File: src/rtl/ram4k_req_ctrl.sv
// ram4k_req_ctrl: request/response front end for a 4K x 8 banked RAM.
// Requests are registered onto the RAM port; reads are captured two cycles
// later into a small in-order response FIFO. Credit accounting on req_ready
// guarantees the FIFO can never overflow or underflow.
module ram4k_req_ctrl #(
  parameter int RSP_DEPTH = 2
) (
  input  logic        clk,
  input  logic        rst,
  input  logic        req_valid,
  output logic        req_ready,
  input  logic        req_we,
  input  logic [11:0] req_addr,
  input  logic [7:0]  req_wdata,
  output logic        rsp_valid,
  input  logic        rsp_ready,
  output logic [7:0]  rsp_data,
  output logic        ram_we,
  output logic [11:0] ram_addr,
  output logic [7:0]  ram_din,
  input  logic [7:0]  ram_dout
);

  localparam int PTR_W = $clog2(RSP_DEPTH);
  localparam int CNT_W = PTR_W + 1;

  typedef enum logic [1:0] {
    IDLE     = 2'd0,
    RD_ISSUE = 2'd1,
    RD_CAP   = 2'd2
  } state_t;

  state_t             state_q,    state_d;
  logic               ram_we_q,   ram_we_d;
  logic [11:0]        ram_addr_q, ram_addr_d;
  logic [7:0]         ram_din_q,  ram_din_d;
  logic [PTR_W-1:0]   wr_ptr_q,   wr_ptr_d;
  logic [PTR_W-1:0]   rd_ptr_q,   rd_ptr_d;
  logic [CNT_W-1:0]   count_q,    count_d;
  logic [7:0]         fifo_q [RSP_DEPTH];
  logic [7:0]         fifo_d [RSP_DEPTH];

  logic               inflight;
  logic [CNT_W-1:0]   occupancy;
  logic               accept;
  logic               push;
  logic               pop;

  // Handshake: a read in flight reserves a FIFO slot, so accept only when one is free.
  always_comb begin
    inflight  = (state_q == RD_ISSUE) || (state_q == RD_CAP);
    occupancy = count_q + CNT_W'(inflight);
    req_ready = (state_q != RD_ISSUE) && (occupancy < CNT_W'(RSP_DEPTH));
    accept    = req_valid && req_ready;
    rsp_valid = (count_q != '0);
    rsp_data  = fifo_q[rd_ptr_q];
    push      = (state_q == RD_CAP);
    pop       = rsp_valid && rsp_ready;
  end

  // Next state of the read sequencer and the registered RAM port.
  always_comb begin
    state_d    = state_q;
    ram_we_d   = accept && req_we;
    ram_addr_d = ram_addr_q;
    ram_din_d  = ram_din_q;
    if (accept) begin
      ram_addr_d = req_addr;
      ram_din_d  = req_wdata;
    end
    case (state_q)
      IDLE, RD_CAP: state_d = (accept && !req_we) ? RD_ISSUE : IDLE;
      RD_ISSUE:     state_d = RD_CAP;
      default:      state_d = IDLE;
    endcase
  end

  // Next state of the response FIFO: capture RAM data in RD_CAP, pop on transfer.
  always_comb begin
    fifo_d   = fifo_q;
    wr_ptr_d = wr_ptr_q;
    rd_ptr_d = rd_ptr_q;
    count_d  = count_q;
    if (push) begin
      fifo_d[wr_ptr_q] = ram_dout;
      wr_ptr_d         = wr_ptr_q + PTR_W'(1);
    end
    if (pop) begin
      rd_ptr_d = rd_ptr_q + PTR_W'(1);
    end
    case ({push, pop})
      2'b10:   count_d = count_q + CNT_W'(1);
      2'b01:   count_d = count_q - CNT_W'(1);
      default: count_d = count_q;
    endcase
  end

  // State registers; reset discards any read in flight and empties the FIFO.
  always_ff @(posedge clk or posedge rst) begin
    if (rst) begin
      state_q    <= IDLE;
      ram_we_q   <= 1'b0;
      ram_addr_q <= '0;
      ram_din_q  <= '0;
      wr_ptr_q   <= '0;
      rd_ptr_q   <= '0;
      count_q    <= '0;
      for (int i = 0; i < RSP_DEPTH; i++) begin
        fifo_q[i] <= '0;
      end
    end else begin
      state_q    <= state_d;
      ram_we_q   <= ram_we_d;
      ram_addr_q <= ram_addr_d;
      ram_din_q  <= ram_din_d;
      wr_ptr_q   <= wr_ptr_d;
      rd_ptr_q   <= rd_ptr_d;
      count_q    <= count_d;
      fifo_q     <= fifo_d;
    end
  end

  assign ram_we   = ram_we_q;
  assign ram_addr = ram_addr_q;
  assign ram_din  = ram_din_q;

endmodule

File: config.mk
export PLATFORM = sky130hd
export DESIGN_NAME = ram4k_req_ctrl
export DESIGN_NICKNAME = d
export VERILOG_FILES = /design/src/rtl/ram4k_req_ctrl.sv
export SDC_FILE = /design/constraint.sdc
export NUM_CORES = 1
export LEC_CHECK = 0
export CAP_MARGIN = 20
export CELL_PAD_IN_SITES_DETAIL_PLACEMENT = 0
export CELL_PAD_IN_SITES_GLOBAL_PLACEMENT = 1
export CORE_UTILIZATION = 36
export CTS_CLUSTER_DIAMETER = 50
export DETAILED_ROUTE_END_ITERATION = 8
export PLACE_DENSITY_LB_ADDON = 0.1
export SYNTH_ARGS = -nofsm -noshare
export SYNTH_HDL_FRONTEND = slang
export SYNTH_SLANG_ARGS = --single-unit
export TNS_END_PERCENT = 30
File: constraint.sdc
create_clock -name clk -period 2 [get_ports clk]
set_input_delay 0.2 -clock clk [delete_from_list [all_inputs] [get_ports clk]]
set_output_delay 0.2 -clock clk [all_outputs]
set_load 0.01 [all_outputs]
==> out/qor.txt <==
Nets -> 227
Synth-to-layout area growth -> 47.7%
DR DRC count -> 0
Vias per cell -> 4.54
Placed Area -> 0.00263 mm^2
Yosys warns -> 0
Final HPWL DP -> 2.66 mm
Inserted Clock Buffers -> 5
Die Area -> 0.00558 mm^2
Post-Syn Instances -> 117
Yosys reg bits -> 43
Combinational power share -> 48.6%
DR iter-0 viols -> 41
Required time of the critical path -> 2180 ps
Die X -> 74.7 um
Register area share after synthesis -> 56.5%
Total routed wirelength -> 3.86 mm
Die H -> 74.7 um
First-pass GRT wire length -> 5.80 mm
Mean Syn Cell Area -> 16.3 um^2
Clock skew -> 5.44 ps
Clock buffer depth -> 2
Crit-path cells -> inv_1, ha_4, and3b_4, nor4b_4, buf_4, clkbuf_16, mux2_4
Worst Setup End Kind -> register
Fin. Hold Viols -> 0
Initial antenna violation count -> 0
Critical Path Start Type -> register
Top cells by area, synth -> dfrtp_1 (57%), mux2_2 (15%), mux2_4 (14%)
MaxCap Viol Count -> 0
H-tree depth reported by CTS -> 2
Achievable Freq -> 509 MHz
Initial Utilization -> 37.3%
Tcrit/Tclk final -> 98.2%
Post-route cell area -> 0.00281 mm^2
Flop pwr share -> 34.3%
Placer's final routability congestion estimate -> 0.624
Post-route minimum period -> 1960 ps
Vias -> 1180
Crit path max-delay cell type -> dfrtp_1
Num rows -> 26
Ports -> 64
Root buffer cell -> clkbuf_8
Critical Path Max Stage Delay -> 410 ps
Buffers on Ports -> 63
Gr usage total -> 14.4%
Worst VDD drop -> 0.604 mV
PwrDens -> 1630 mW/mm^2
Slew HR -> 64.0%
Largest net degree at the start of global routing -> 44
CTS tree -> done
Core area -> 0.00511 mm^2
Library cells used by synthesis -> 18
Int Pwr -> 3.29 mW
Skew-Pair Late Insertion Delay -> 290 ps
Layout cells sized above 1 -> 34.2%
WL/cell -> 14.8 um
Vias in the first global route -> 1185
Clk slew on worst S/H paths -> 80 ps
Clock share of power -> 17.1%
Setup CP Type -> register to register
Leakage -> 1.20 nW
Pwr Total -> 4.58 mW
Switching share of power -> 28.3%
Switching Power -> 1.30 mW
Mapped Nets -> 155
Top-area cell type share of the netlist area -> 56.5%
ANT nets after route -> 0
Final Util -> 55.0%
Final setup violation count -> 0
Grt ovf -> 0
Worst slew pin tran -> 539 ps
Largest area contributor in the netlist -> dfrtp_1
Worst hold path type -> input pin to async pin
Final Slew Violations -> 0
Ant diodes -> 0
Clock sinks -> 43
CP max FO -> 10
Status -> finished clean
Critical path arrival -> 2140 ps
First-pass iteration count of the detailed router -> 4
Mapped Area -> 0.00190 mm^2
==> placed cells by master, fill, tap and decap left out, drive strengths merged <==
| cell type | Yosys | final |
|---|---|---|
| a21boi | 1 | 1 |
| and2 | 2 | 2 |
| and3b | 1 | 1 |
| buf | 2 | 5 |
| bufinv | 0 | 2 |
| clkbuf | 2 | 7 |
| clkdlybuf4s50 | 0 | 62 |
| clkinv | 0 | 1 |
| dfrtp | 43 | 43 |
| dlygate4sd2 | 0 | 1 |
| ha | 5 | 5 |
| inv | 4 | 3 |
| mux2 | 44 | 44 |
| nand2 | 1 | 1 |
| nand2b | 1 | 1 |
| nor2 | 2 | 2 |
| nor3 | 1 | 1 |
| nor4b | 2 | 2 |
| or2 | 1 | 1 |
| xnor2 | 2 | 2 |
| xor2 | 3 | 3 |
==> synth_stat cells, drive strengths merged <==
| library cell | n |
|---|---|
| a21boi | 1 |
| and2 | 2 |
| and3b | 1 |
| buf | 2 |
| clkbuf | 2 |
| dfrtp | 43 |
| ha | 5 |
| inv | 4 |
| mux2 | 44 |
| nand2 | 1 |
| nand2b | 1 |
| nor2 | 2 |
| nor3 | 1 |
| nor4b | 2 |
| or2 | 1 |
| xnor2 | 2 |
| xor2 | 3 |
==> through the flow <==
stage / setup TNS [ps] / worst slack (ps) / hold slack, ps / instances
floorplan: 0 / 140 / 267 / 117
global placement: 0 / 91.1 / 470 / 249
detailed placement: 0 / 53.1 / 470 / 249
CTS: 0 / 31.1 / 367 / 257
global route: -189 / -24.0 / 403 / 260
finish: 0 / 35.9 / 352 / 260
==> state kept, by name, summed over array words and instances, names as in the netlist <==
register	flops
fifo_q	16
state_q	2
rd_ptr_q	1
wr_ptr_q	1
ram_din	8
ram_we	1
count_q	2
ram_addr	12
==> timing repair <==
item / 4_1_cts / 5_1_grt
gates cloned: 0 / 1
endpoints found under the setup margin: 4 / 21
pin swaps: 0 / 1
hold buffers: 0 / 0
setup buffers: 0 / 2
gates resized for setup: 2 / 2
==> routing by layer <==
| layer | routed length, um | global-route usage [%] | vias to the layer above | share of wire (%) |
|---|---|---|---|---|
| li1 | - | - | 544 | - |
| met1 | 1660 | 18.3 | 592 | 43 |
| met2 | 1890 | 22.5 | 39 | 49 |
| met3 | 246 | 4.95 | 5 | 6.4 |
| met4 | 54 | 5.66 | 0 | 1.4 |
| met5 | 0 | 0 | - | 0 |
==> final timing paths <==
path                                 start      endpoint  slack, ps  depth (start not counted)
max in group asynchronous              rst      rd_ptr_q       1250                          3
worst max register to register  state_q[1]  ram_addr[10]         40                          7
worst min register to register    wr_ptr_q      wr_ptr_q        480                          1
worst max-delay path            state_q[1]  ram_addr[10]         40                          7
worst min-delay path                   rst  ram_addr[10]        350                          3
min in group clk                  wr_ptr_q      wr_ptr_q        480                          1
==> power groups by stage <==
stage / Combinational (mW) / Sequential (mW) / Clock (mW)
final: 2.23 / 1.57 / 0.784
after global routing: 2.39 / 1.64 / 0.847
after CTS: 2.18 / 1.58 / 0.810
after detailed placement: 2.17 / 1.59 / 0
after global placement: 2.14 / 1.56 / 0
after floorplan: 1.17 / 1.61 / 0
==> cells by family after synthesis <==
logic type | after synthesis | share of synthesized area (%)
fa+ha+maj | 5 | 3.29
buf+inv | 8 | 2.37
xor+xnor | 5 | 2.30
flops | 43 | 56.5
compound gates | 1 | 0.592
mux | 44 | 29.6
simple gates | 11 | 5.33
==> cell type report <==
type,count,area (um^2)
Clock buffer,6,72.6
Inverter,4,15.0
Timing Repair Buffer,69,704
Tap cell,70,87.6
Clock inverter,2,60.1
Sequential cell,43,1080
Fill cell,430,2300
Multi-Input combinational cell,66,795
==> critical path, delay by kind of cell (launching register included) <==
family,cells,cell delay [ps]
buffers and inverters,3,480
and+or+nand+nor,2,450
DFF,1,410
muxes,1,300
adders and majority gates,1,220
Power figures use the tool's default switching activity.
